## config.mk

```make
export PLATFORM = sky130hd
export DESIGN_NAME = axil_rr_arbiter
export DESIGN_NICKNAME = d
export VERILOG_FILES = /design/src/rtl/axil_rr_arbiter.sv
export SDC_FILE = /design/constraint.sdc
export NUM_CORES = 1
export LEC_CHECK = 0
export ABC_CLOCK_PERIOD_IN_PS = 3900
export CAP_MARGIN = 20
export CORE_AREA = 2 2 165 167
export DETAILED_ROUTE_END_ITERATION = 8
export DIE_AREA = 0 0 167 169
export PLACE_DENSITY = 0.61
export SLEW_MARGIN = 20
export SYNTH_ARGS = -nofsm -noshare
export SYNTH_HDL_FRONTEND = slang
export SYNTH_SLANG_ARGS = --single-unit
```

## constraint.sdc

```tcl
create_clock -name aclk -period 3.9 [get_ports aclk]
set_input_delay 0.78 -clock aclk [delete_from_list [all_inputs] [get_ports aclk]]
set_output_delay 0.78 -clock aclk [all_outputs]
set_load 0.005 [all_outputs]
```

## src/rtl/axil_rr_arbiter.sv

```systemverilog
// Shares one AXI-Lite slave between NUM_PORTS requesters. Write and read paths are
// arbitrated round-robin and independently, with one transaction in flight per direction.
module axil_rr_arbiter #(
    parameter int NUM_PORTS  = 2,
    parameter int ADDR_WIDTH = 32,
    parameter int DATA_WIDTH = 32,
    parameter int STRB_WIDTH = DATA_WIDTH / 8
) (
    input  logic                             aclk,
    input  logic                             arst,

    input  logic [NUM_PORTS*ADDR_WIDTH-1:0]  s_axil_awaddr,
    input  logic [NUM_PORTS*3-1:0]           s_axil_awprot,
    input  logic [NUM_PORTS-1:0]             s_axil_awvalid,
    output logic [NUM_PORTS-1:0]             s_axil_awready,
    input  logic [NUM_PORTS*DATA_WIDTH-1:0]  s_axil_wdata,
    input  logic [NUM_PORTS*STRB_WIDTH-1:0]  s_axil_wstrb,
    input  logic [NUM_PORTS-1:0]             s_axil_wvalid,
    output logic [NUM_PORTS-1:0]             s_axil_wready,
    output logic [1:0]                       s_axil_bresp,
    output logic [NUM_PORTS-1:0]             s_axil_bvalid,
    input  logic [NUM_PORTS-1:0]             s_axil_bready,
    input  logic [NUM_PORTS*ADDR_WIDTH-1:0]  s_axil_araddr,
    input  logic [NUM_PORTS*3-1:0]           s_axil_arprot,
    input  logic [NUM_PORTS-1:0]             s_axil_arvalid,
    output logic [NUM_PORTS-1:0]             s_axil_arready,
    output logic [DATA_WIDTH-1:0]            s_axil_rdata,
    output logic [1:0]                       s_axil_rresp,
    output logic [NUM_PORTS-1:0]             s_axil_rvalid,
    input  logic [NUM_PORTS-1:0]             s_axil_rready,

    output logic [ADDR_WIDTH-1:0]            m_axil_awaddr,
    output logic [2:0]                       m_axil_awprot,
    output logic                             m_axil_awvalid,
    input  logic                             m_axil_awready,
    output logic [DATA_WIDTH-1:0]            m_axil_wdata,
    output logic [STRB_WIDTH-1:0]            m_axil_wstrb,
    output logic                             m_axil_wvalid,
    input  logic                             m_axil_wready,
    input  logic [1:0]                       m_axil_bresp,
    input  logic                             m_axil_bvalid,
    output logic                             m_axil_bready,
    output logic [ADDR_WIDTH-1:0]            m_axil_araddr,
    output logic [2:0]                       m_axil_arprot,
    output logic                             m_axil_arvalid,
    input  logic                             m_axil_arready,
    input  logic [DATA_WIDTH-1:0]            m_axil_rdata,
    input  logic [1:0]                       m_axil_rresp,
    input  logic                             m_axil_rvalid,
    output logic                             m_axil_rready,

    output logic [NUM_PORTS-1:0]             wr_grant,
    output logic [NUM_PORTS-1:0]             rd_grant
);

    localparam int IDX_W = (NUM_PORTS > 1) ? $clog2(NUM_PORTS) : 1;
    localparam logic [IDX_W-1:0]     P_LAST = IDX_W'(NUM_PORTS - 1);
    localparam logic [NUM_PORTS-1:0] P_ONE  = NUM_PORTS'(1);

    typedef enum logic [1:0] {W_IDLE, W_XFER, W_RESP} wr_state_t;
    typedef enum logic [1:0] {R_IDLE, R_ADDR, R_DATA} rd_state_t;

    // Per-port views of the flattened slave buses.
    logic [NUM_PORTS-1:0][ADDR_WIDTH-1:0] w_awaddr, w_araddr;
    logic [NUM_PORTS-1:0][2:0]            w_awprot, w_arprot;
    logic [NUM_PORTS-1:0][DATA_WIDTH-1:0] w_wdata;
    logic [NUM_PORTS-1:0][STRB_WIDTH-1:0] w_wstrb;

    assign w_awaddr = s_axil_awaddr;
    assign w_araddr = s_axil_araddr;
    assign w_awprot = s_axil_awprot;
    assign w_arprot = s_axil_arprot;
    assign w_wdata  = s_axil_wdata;
    assign w_wstrb  = s_axil_wstrb;

    // Returns {found, index}: first requester searching upward from last+1, wrapping.
    function automatic logic [IDX_W:0] rr_pick(input logic [NUM_PORTS-1:0] req,
                                               input logic [IDX_W-1:0]     last);
        logic [IDX_W:0] res;
        int             cand;
        res = '0;
        for (int k = NUM_PORTS; k >= 1; k--) begin
            cand = (int'(last) + k) % NUM_PORTS;
            if (req[cand]) res = {1'b1, cand[IDX_W-1:0]};
        end
        return res;
    endfunction

    // ---------------- write path ----------------
    wr_state_t              r_wr_state, w_wr_state_nxt;
    logic [IDX_W-1:0]       r_wr_idx, r_wr_last;
    logic [NUM_PORTS-1:0]   r_wr_grant;
    logic                   r_aw_done, r_w_done;
    logic                   r_m_awvalid;
    logic [ADDR_WIDTH-1:0]  r_m_awaddr;
    logic [2:0]             r_m_awprot;
    logic [IDX_W:0]         w_aw_pick;
    logic                   w_aw_found;
    logic [IDX_W-1:0]       w_aw_win;
    logic                   w_aw_hs, w_w_hs, w_b_hs;

    assign w_aw_pick  = rr_pick(s_axil_awvalid, r_wr_last);
    assign w_aw_found = w_aw_pick[IDX_W] & ~arst;
    assign w_aw_win   = w_aw_pick[IDX_W-1:0];

    assign w_aw_hs = r_m_awvalid & m_axil_awready;
    assign w_w_hs  = (r_wr_state == W_XFER) & ~r_w_done &
                     s_axil_wvalid[r_wr_idx] & m_axil_wready;
    assign w_b_hs  = (r_wr_state == W_RESP) & m_axil_bvalid & s_axil_bready[r_wr_idx];

    always_ff @(posedge aclk or posedge arst) begin
        if (arst) r_wr_state <= W_IDLE;
        else      r_wr_state <= w_wr_state_nxt;
    end

    always_comb begin
        w_wr_state_nxt = r_wr_state;
        s_axil_awready = '0;
        s_axil_wready  = '0;
        s_axil_bvalid  = '0;
        m_axil_wvalid  = 1'b0;
        m_axil_bready  = 1'b0;
        case (r_wr_state)
            W_IDLE: begin
                if (w_aw_found) begin
                    s_axil_awready = P_ONE << w_aw_win;
                    w_wr_state_nxt = W_XFER;
                end
            end
            W_XFER: begin
                if (!r_w_done) begin
                    m_axil_wvalid           = s_axil_wvalid[r_wr_idx];
                    s_axil_wready[r_wr_idx] = m_axil_wready;
                end
                if ((r_aw_done || w_aw_hs) && (r_w_done || w_w_hs))
                    w_wr_state_nxt = W_RESP;
            end
            W_RESP: begin
                s_axil_bvalid[r_wr_idx] = m_axil_bvalid;
                m_axil_bready           = s_axil_bready[r_wr_idx];
                if (w_b_hs) w_wr_state_nxt = W_IDLE;
            end
            default: w_wr_state_nxt = W_IDLE;
        endcase
    end

    always_ff @(posedge aclk or posedge arst) begin
        if (arst) begin
            r_wr_idx    <= '0;
            r_wr_last   <= P_LAST;
            r_wr_grant  <= '0;
            r_aw_done   <= 1'b0;
            r_w_done    <= 1'b0;
            r_m_awvalid <= 1'b0;
            r_m_awaddr  <= '0;
            r_m_awprot  <= '0;
        end else begin
            case (r_wr_state)
                W_IDLE: begin
                    if (w_aw_found) begin
                        r_m_awaddr  <= w_awaddr[w_aw_win];
                        r_m_awprot  <= w_awprot[w_aw_win];
                        r_m_awvalid <= 1'b1;
                        r_wr_idx    <= w_aw_win;
                        r_wr_last   <= w_aw_win;
                        r_wr_grant  <= P_ONE << w_aw_win;
                        r_aw_done   <= 1'b0;
                        r_w_done    <= 1'b0;
                    end
                end
                W_XFER: begin
                    if (w_aw_hs) begin
                        r_m_awvalid <= 1'b0;
                        r_aw_done   <= 1'b1;
                    end
                    if (w_w_hs) r_w_done <= 1'b1;
                end
                W_RESP: begin
                    if (w_b_hs) begin
                        r_wr_grant <= '0;
                        r_aw_done  <= 1'b0;
                        r_w_done   <= 1'b0;
                    end
                end
                default: ;
            endcase
        end
    end

    assign m_axil_awaddr  = r_m_awaddr;
    assign m_axil_awprot  = r_m_awprot;
    assign m_axil_awvalid = r_m_awvalid;
    assign m_axil_wdata   = w_wdata[r_wr_idx];
    assign m_axil_wstrb   = w_wstrb[r_wr_idx];
    assign s_axil_bresp   = m_axil_bresp;
    assign wr_grant       = r_wr_grant;

    // ---------------- read path ----------------
    rd_state_t              r_rd_state, w_rd_state_nxt;
    logic [IDX_W-1:0]       r_rd_idx, r_rd_last;
    logic [NUM_PORTS-1:0]   r_rd_grant;
    logic                   r_m_arvalid;
    logic [ADDR_WIDTH-1:0]  r_m_araddr;
    logic [2:0]             r_m_arprot;
    logic [IDX_W:0]         w_ar_pick;
    logic                   w_ar_found;
    logic [IDX_W-1:0]       w_ar_win;
    logic                   w_ar_hs, w_r_hs;

    assign w_ar_pick  = rr_pick(s_axil_arvalid, r_rd_last);
    assign w_ar_found = w_ar_pick[IDX_W] & ~arst;
    assign w_ar_win   = w_ar_pick[IDX_W-1:0];

    assign w_ar_hs = r_m_arvalid & m_axil_arready;
    assign w_r_hs  = (r_rd_state == R_DATA) & m_axil_rvalid & s_axil_rready[r_rd_idx];

    always_ff @(posedge aclk or posedge arst) begin
        if (arst) r_rd_state <= R_IDLE;
        else      r_rd_state <= w_rd_state_nxt;
    end

    always_comb begin
        w_rd_state_nxt = r_rd_state;
        s_axil_arready = '0;
        s_axil_rvalid  = '0;
        m_axil_rready  = 1'b0;
        case (r_rd_state)
            R_IDLE: begin
                if (w_ar_found) begin
                    s_axil_arready = P_ONE << w_ar_win;
                    w_rd_state_nxt = R_ADDR;
                end
            end
            R_ADDR: begin
                if (w_ar_hs) w_rd_state_nxt = R_DATA;
            end
            R_DATA: begin
                s_axil_rvalid[r_rd_idx] = m_axil_rvalid;
                m_axil_rready           = s_axil_rready[r_rd_idx];
                if (w_r_hs) w_rd_state_nxt = R_IDLE;
            end
            default: w_rd_state_nxt = R_IDLE;
        endcase
    end

    always_ff @(posedge aclk or posedge arst) begin
        if (arst) begin
            r_rd_idx    <= '0;
            r_rd_last   <= P_LAST;
            r_rd_grant  <= '0;
            r_m_arvalid <= 1'b0;
            r_m_araddr  <= '0;
            r_m_arprot  <= '0;
        end else begin
            case (r_rd_state)
                R_IDLE: begin
                    if (w_ar_found) begin
                        r_m_araddr  <= w_araddr[w_ar_win];
                        r_m_arprot  <= w_arprot[w_ar_win];
                        r_m_arvalid <= 1'b1;
                        r_rd_idx    <= w_ar_win;
                        r_rd_last   <= w_ar_win;
                        r_rd_grant  <= P_ONE << w_ar_win;
                    end
                end
                R_ADDR: begin
                    if (w_ar_hs) r_m_arvalid <= 1'b0;
                end
                R_DATA: begin
                    if (w_r_hs) r_rd_grant <= '0;
                end
                default: ;
            endcase
        end
    end

    assign m_axil_araddr  = r_m_araddr;
    assign m_axil_arprot  = r_m_arprot;
    assign m_axil_arvalid = r_m_arvalid;
    assign s_axil_rdata   = m_axil_rdata;
    assign s_axil_rresp   = m_axil_rresp;
    assign rd_grant       = r_rd_grant;

endmodule
```

==> results of run 1 <==
-- power by group --
part           internal, mW  switching, mW  total [mW]
Sequential             1.35          0.334        1.68
Clock                 0.438          0.408       0.845
Combinational          1.80           1.02        2.83
Total                  3.59           1.76        5.35
-- worst min-delay path, cell delays in order, from the launching register on --
cell	delay (ns)
dfrtp_1	0.35
a31oi_1	0.04
nor2_1	0.08
-- registers in the layout, indices dropped and copies added (netlist names) --
signal and count:
r_rd_state 2, r_aw_done 1, r_rd_idx 1, wr_grant 2
m_axil_awvalid 1, r_wr_idx 1, r_wr_last 1, m_axil_arprot 3
m_axil_arvalid 1, r_rd_last 1, r_w_done 1, m_axil_awaddr 32
r_wr_state 2, m_axil_awprot 3, rd_grant 2, m_axil_araddr 32
-- cell families (layout without fill, tap and decap cells) --
group / Yosys count / in the layout / share of synthesized area, %
compound gates: 91 / 91 / 9.928
flops: 86 / 86 / 42.63
buf+inv: 73 / 388 / 9.730
other cells: 0 / 3 / 0
mux: 144 / 144 / 33.40
simple gates: 38 / 38 / 4.308
-- cells in the final DEF (no fill, tap or decap), types with 3 or more instances in the layout --
cell / n
clkdlybuf4s50_1: 353
dfrtp_1: 83
mux2_2: 77
a21oi_1: 71
mux2i_1: 37
mux2_4: 30
nor2_1: 12
buf_4: 11
clkbuf_16: 9
inv_1: 6
a21o_1: 6
nand2_1: 5
nand2b_1: 4
clkinvlp_4: 4
diode_2: 3
nor2b_1: 3
and3_1: 3
-- worst max path at each step --
stage,startpoint,endpoint,depth (start not counted)
after global routing,arst,s_axil_arready[0],5
after global placement,arst,s_axil_arready[0],5
after floorplan,arst,m_axil_araddr[0],1
after CTS,arst,s_axil_arready[0],5
after detailed placement,arst,s_axil_arready[0],5
final,arst,s_axil_arready[0],5
-- stage by stage --
stage	util (%)	cells	power [mW]	hold slack (ns)	area [um^2]
after global placement	32.77	1072	4.519	0.4815	8683
after global routing	33.81	1088	5.714	0.5355	8960
after CTS	33.81	1088	5.450	0.5121	8960
final	33.84	1091	5.352	0.5071	8967
after detailed placement	32.77	1072	4.538	0.4922	8683
after floorplan	-	432	2.917	0.4633	5054
-- final cells by class --
| class | count | area (um^2) |
|---|---|---|
| Fill cell | 2711 | 17530 |
| Tap cell | 341 | 426.7 |
| Antenna cell | 3 | 7.507 |
| Clock buffer | 10 | 229.0 |
| Timing Repair Buffer | 365 | 3636 |
| Sequential cell | 86 | 2156 |
| Inverter | 7 | 28.78 |
| Clock inverter | 6 | 47.55 |
| Multi-Input combinational cell | 273 | 2436 |
-- per-layer routing --
metal	vias to the layer above	wire length, um	part of all wire, %	GRT usage (%)
met2	241	10520	49	25.96
met4	0	586	2.7	5.697
met3	39	1924	8.9	6.336
met1	2167	8470	39	16.33
met5	-	0	0	0
li1	2124	-	-	-
==> out/qor.txt, run 1 <==
H-tree depth: 3
die height: 169 um
GRT overflow: 0
R2R depth: 4
IO Port Bufs: 353
HPWL Detailed: 17330 um
number of global-route vias before repair: 5029
Horiz. Die Dim: 167 um
WP data required: 3.12 ns
# DRC: 0
Max-cap violations: 0
core area: 26500 um^2
Die ar.: 28220 um^2
Hold WC Path Type: reg2reg
Synth Area per Inst: 11.70 um^2
Reg-to-Reg Start: r_rd_state[1]
Critical Path Source Type: primary input
critical path's top delay family: buffers and inverters
CTS tree: done
wire per inst: 19.70 um
Starting Density: 19.07%
Final Wtd Congestion: 0.7998
Async S/R FF share, synth: 100.0%
Tcrit/Tclk final: 88.11%
worst-case headroom to the max-slew limit: 42.46%
register area share after synthesis: 42.63%
Cell Chain, Critical Path: clkdlybuf4s50_1 > or3_1 > or2_0 > nor2_1 > clkdlybuf4s50_1
io pins: 426
Final Slew Violations: 0
Top FF cell, synth: dfrtp_1
Worst Clk Skew: 0.007163 ns
initial antenna violation count: 1
Clk Latency, worst-skew pair: 0.34 ns
Total GRT Usage: 15.00%
top cells by count, synth: dfrtp_1 (84), mux2_2 (77), a21oi_1 (71)
Fin. Hold Viols: 0
Final setup viols: 0
fmax: 0.2910 GHz
final antenna-violating net count: 0
r2r endpoint: m_axil_araddr[13]
worst path arrival time: 2.66 ns
Mapped Cells: 432
Crit path top cell by count: clkdlybuf4s50_1
Clock Sinks: 86
Yosys cell types: 39
post_cts resized: 0
largest area contributor in the netlist: dfrtp_1
CTS Buf Count: 9
mapped cell area: 5054 um^2
CP max-delay cell: clkdlybuf4s50_1
WL final: 21500 um
Max Root-Sink Buffers: 2
drt pass-1 iters: 5
syn_nets: 697
hold_sp: r_aw_done
worst path buffer plus inverter count: 2
post-synthesis register bit count: 86
1st-iter DRT viols: 115
critical-path maximum fanout: 5
P per Cell Area: 596.9 nW/um^2
cell row count: 60
Placement Setup Slack: 0.4907 ns
CP endpoint kind: primary output
Post-synth EDFFs: 0
Post-CTS Repair Setup Buffers: 0
Clock Pin Slew Worst Setup and Hold Paths: 0.07 ns
reg-to-reg slack, setup: 1.74 ns
layout cells sized above 1: 19.41%
leading post-synthesis cells by cell area: dfrtp_1 (42%), mux2_2 (17%), mux2_4 (8.9%)
final critical-path setup slack: 0.4635 ns
most frequent cell after synthesis: dfrtp_1
largest net degree at the start of global routing: 55
hold depth: 2
area delta synth->final: 77.44%
post-layout min period: 3.436 ns
first-pass GRT wire length: 31480 um
# hold bufs at CTS: 0
Yosys warnings: 0
Net count, final: 1007
setup tns final: 0 ns
Slowest Stage Delay on Critical Path: 0.54 ns
post-synth top area share: 41.59%
Hold Path End: r_aw_done
Worst-Margin Slew: 0.8632 ns
clock root buffer: clkbuf_16
Crit Path Category: in2out
status: finished, final reports clean
via count: 4571
Leak: 3.587 nW
RSZ-0062 raised after global routing: no
VDD IR max: 0.2962 mV
via/cell ratio: 4.190
No activity file was read; power rests on OpenSTA's default activity.
==> inputs of run 2 (changes only) <==
Settings changed: SKIP_LAST_GASP set to 1.
==> results of run 2 <==
No change in the layout: final DEF, timing and power equal those of run 1.
==> inputs of run 3 (changes only) <==
Settings changed: REMOVE_ABC_BUFFERS set to 1, SLEW_MARGIN 20 to 0.
==> out/qor.txt, run 3 (synthesis results as in run 1) <==
post-layout min period: 3.509 ns (+0.07285 ns)
H-tree depth: 3 (unchanged)
WP data required: 3.12 ns (about the same)
RSZ-0062 raised after global routing: no
CTS Buf Count: 9 (unchanged)
post_cts resized: 0 (unchanged)
via/cell ratio: 4.164 (-0.61%)
GRT overflow: 0 (unchanged)
VDD IR max: 0.2026 mV (-32%)
CTS tree: done
worst path buffer plus inverter count: 2 (unchanged)
fin util: 34.09% (+0.25 points)
final antenna-violating net count: 0 (unchanged)
Die ar.: 28220 um^2 (unchanged)
Total GRT Usage: 14.31% (-0.68 points)
Slowest Stage Delay on Critical Path: 0.54 ns (about the same)
critical-path maximum fanout: 5 (unchanged)
most frequent cells in the layout: clkdlybuf4s50_1 (353), dfrtp_1 (83), mux2_2 (77)
layout cells sized above 1: 19.25% (-0.16 points)
Max-cap violations: 0 (unchanged)
Final Wtd Congestion: 0.7579 (-5.2%)
P per Cell Area: 599.8 nW/um^2 (+0.48%)
Final Slew Violations: 0 (unchanged)
Post-CTS Repair Setup Buffers: 0 (unchanged)
Final Non-Filler Cells: 1089 (-0.18%)
Antenna Cells: 0 (-3)
# hold bufs at CTS: 0 (unchanged)
worst path arrival time: 2.73 ns (+0.07 ns)
number of global-route vias before repair: 4680 (-6.9%)
Crit path top cell by count: clkdlybuf4s50_1
fmax: 0.2850 GHz (-2.1%)
core area: 26500 um^2 (unchanged)
Starting Density: 19.07% (unchanged)
CP endpoint kind: primary output
Horiz. Die Dim: 167 um (unchanged)
1st-iter DRT viols: 205 (+78%)
io pins: 426 (unchanged)
Cell Chain, Critical Path: clkdlybuf4s50_1 > or3_1 > or2_0 > nor2_1 > clkdlybuf4s50_1
HPWL Detailed: 17190 um (-0.77%)
Leak: 3.630 nW (+1.2%)
Fin. Hold Viols: 0 (unchanged)
# DRC: 0 (unchanged)
cell count after placement: 1073 (+0.093%)
Crit Path Category: in2out
Clock Pin Slew Worst Setup and Hold Paths: 0.06 ns (about the same)
critical path's top delay family: buffers and inverters
via count: 4535 (-0.79%)
Worst-Margin Slew: 0.6505 ns (-0.2127 ns)
initial antenna violation count: 0 (-1)
reg-to-reg slack, setup: 1.82 ns (+0.08 ns)
worst-case headroom to the max-slew limit: 56.63% (+14 points)
Critical Path Source Type: primary input
Net count, final: 1008 (+0.099%)
Tcrit/Tclk final: 89.98% (+1.9 points)
Hold WC Path Type: reg2reg
Worst Clk Skew: 0.008623 ns (+0.001460 ns)
IO Port Bufs: 353 (unchanged)
wire per inst: 19.41 um (-1.5%)
area delta synth->final: 78.76%
cell row count: 60 (unchanged)
CP max-delay cell: clkdlybuf4s50_1
Clock Sinks: 86 (unchanged)
WL final: 21140 um (-1.7%)
Max Root-Sink Buffers: 2 (unchanged)
Final setup viols: 0 (unchanged)
status: finished, final reports clean
first-pass GRT wire length: 30030 um (-4.6%)
drt pass-1 iters: 4 (-1)
clock root buffer: clkbuf_16
die height: 169 um (unchanged)
most common cell after layout, fill and taps aside: clkdlybuf4s50_1
Clk Latency, worst-skew pair: 0.34 ns (about the same)
largest net degree at the start of global routing: 47 (-15%)
## run 3: cell types whose count changed in the layout (fill, tap and decap cells not counted), moves of 2 or more
cell / delta
clkinvlp_4: -3
diode_2: -3
buf_12: +2
bufinv_16: +2
inv_6: -2
## run 3: worst paths after layout
check | to | start | cells after the start
max | s_axil_arready[0] | arst | 5
min | r_aw_done | r_aw_done | 2
max reg2reg | m_axil_araddr[31] | r_rd_state[1] | 4
min reg2reg | r_aw_done | r_aw_done | 2
max in group asynchronous | m_axil_awprot[2] | arst | 4
min in group asynchronous | rd_grant[1] | arst | 3
## run 3: per-stage QoR
stage          TNS [ns]  power [mW]  cell area, um^2  hold slack, ns  setup WS (ns)
3_5_place_dp          0       4.536             8715          0.4890         0.3811
4_1_cts               0       5.527             9034          0.5028         0.3718
5_1_grt               0       5.765             9034          0.5228         0.3272
2_1_floorplan    -18.89       2.815             4588          0.4633        -0.9638
6_report              0       5.418             9034          0.5018         0.3907
3_3_place_gp          0       4.514             8715          0.4916         0.3468
## run 3: report_power, final
group,total (mW),leakage [nW],internal [mW],switching [mW]
clock,0.943,0.153,0.579,0.364
sequential,1.62,0.988,1.35,0.272
combinational,2.86,2.49,1.82,1.03
total,5.42,3.63,3.75,1.67
## run 3: worst reg2reg max path, delay by kind of cell, from the launching register on
kind                   cells  cell delay [ns]
buffers and inverters      1             0.26
and+or+nand+nor            2             0.95
muxes                      1             0.36
DFF                        1             0.39
## run 3: final cells by class
cell class	count	area, um^2
repair buffers	366	3669
clock inverters	4	72.57
inverters	7	28.78
well taps	341	426.7
multi-input cells	273	2435
fillers	2705	17470
flip-flops and latches	86	2156
clock buffers	12	246.5
## run 3: routing by layer
metal	vias to the layer above	part of all wire, %	global-route usage [%]
met5	-	0.50	3.130
met4	2	0.97	3.411
met3	12	11	7.108
met2	265	49	24.10
met1	2134	39	16.00
li1	2122	-	-
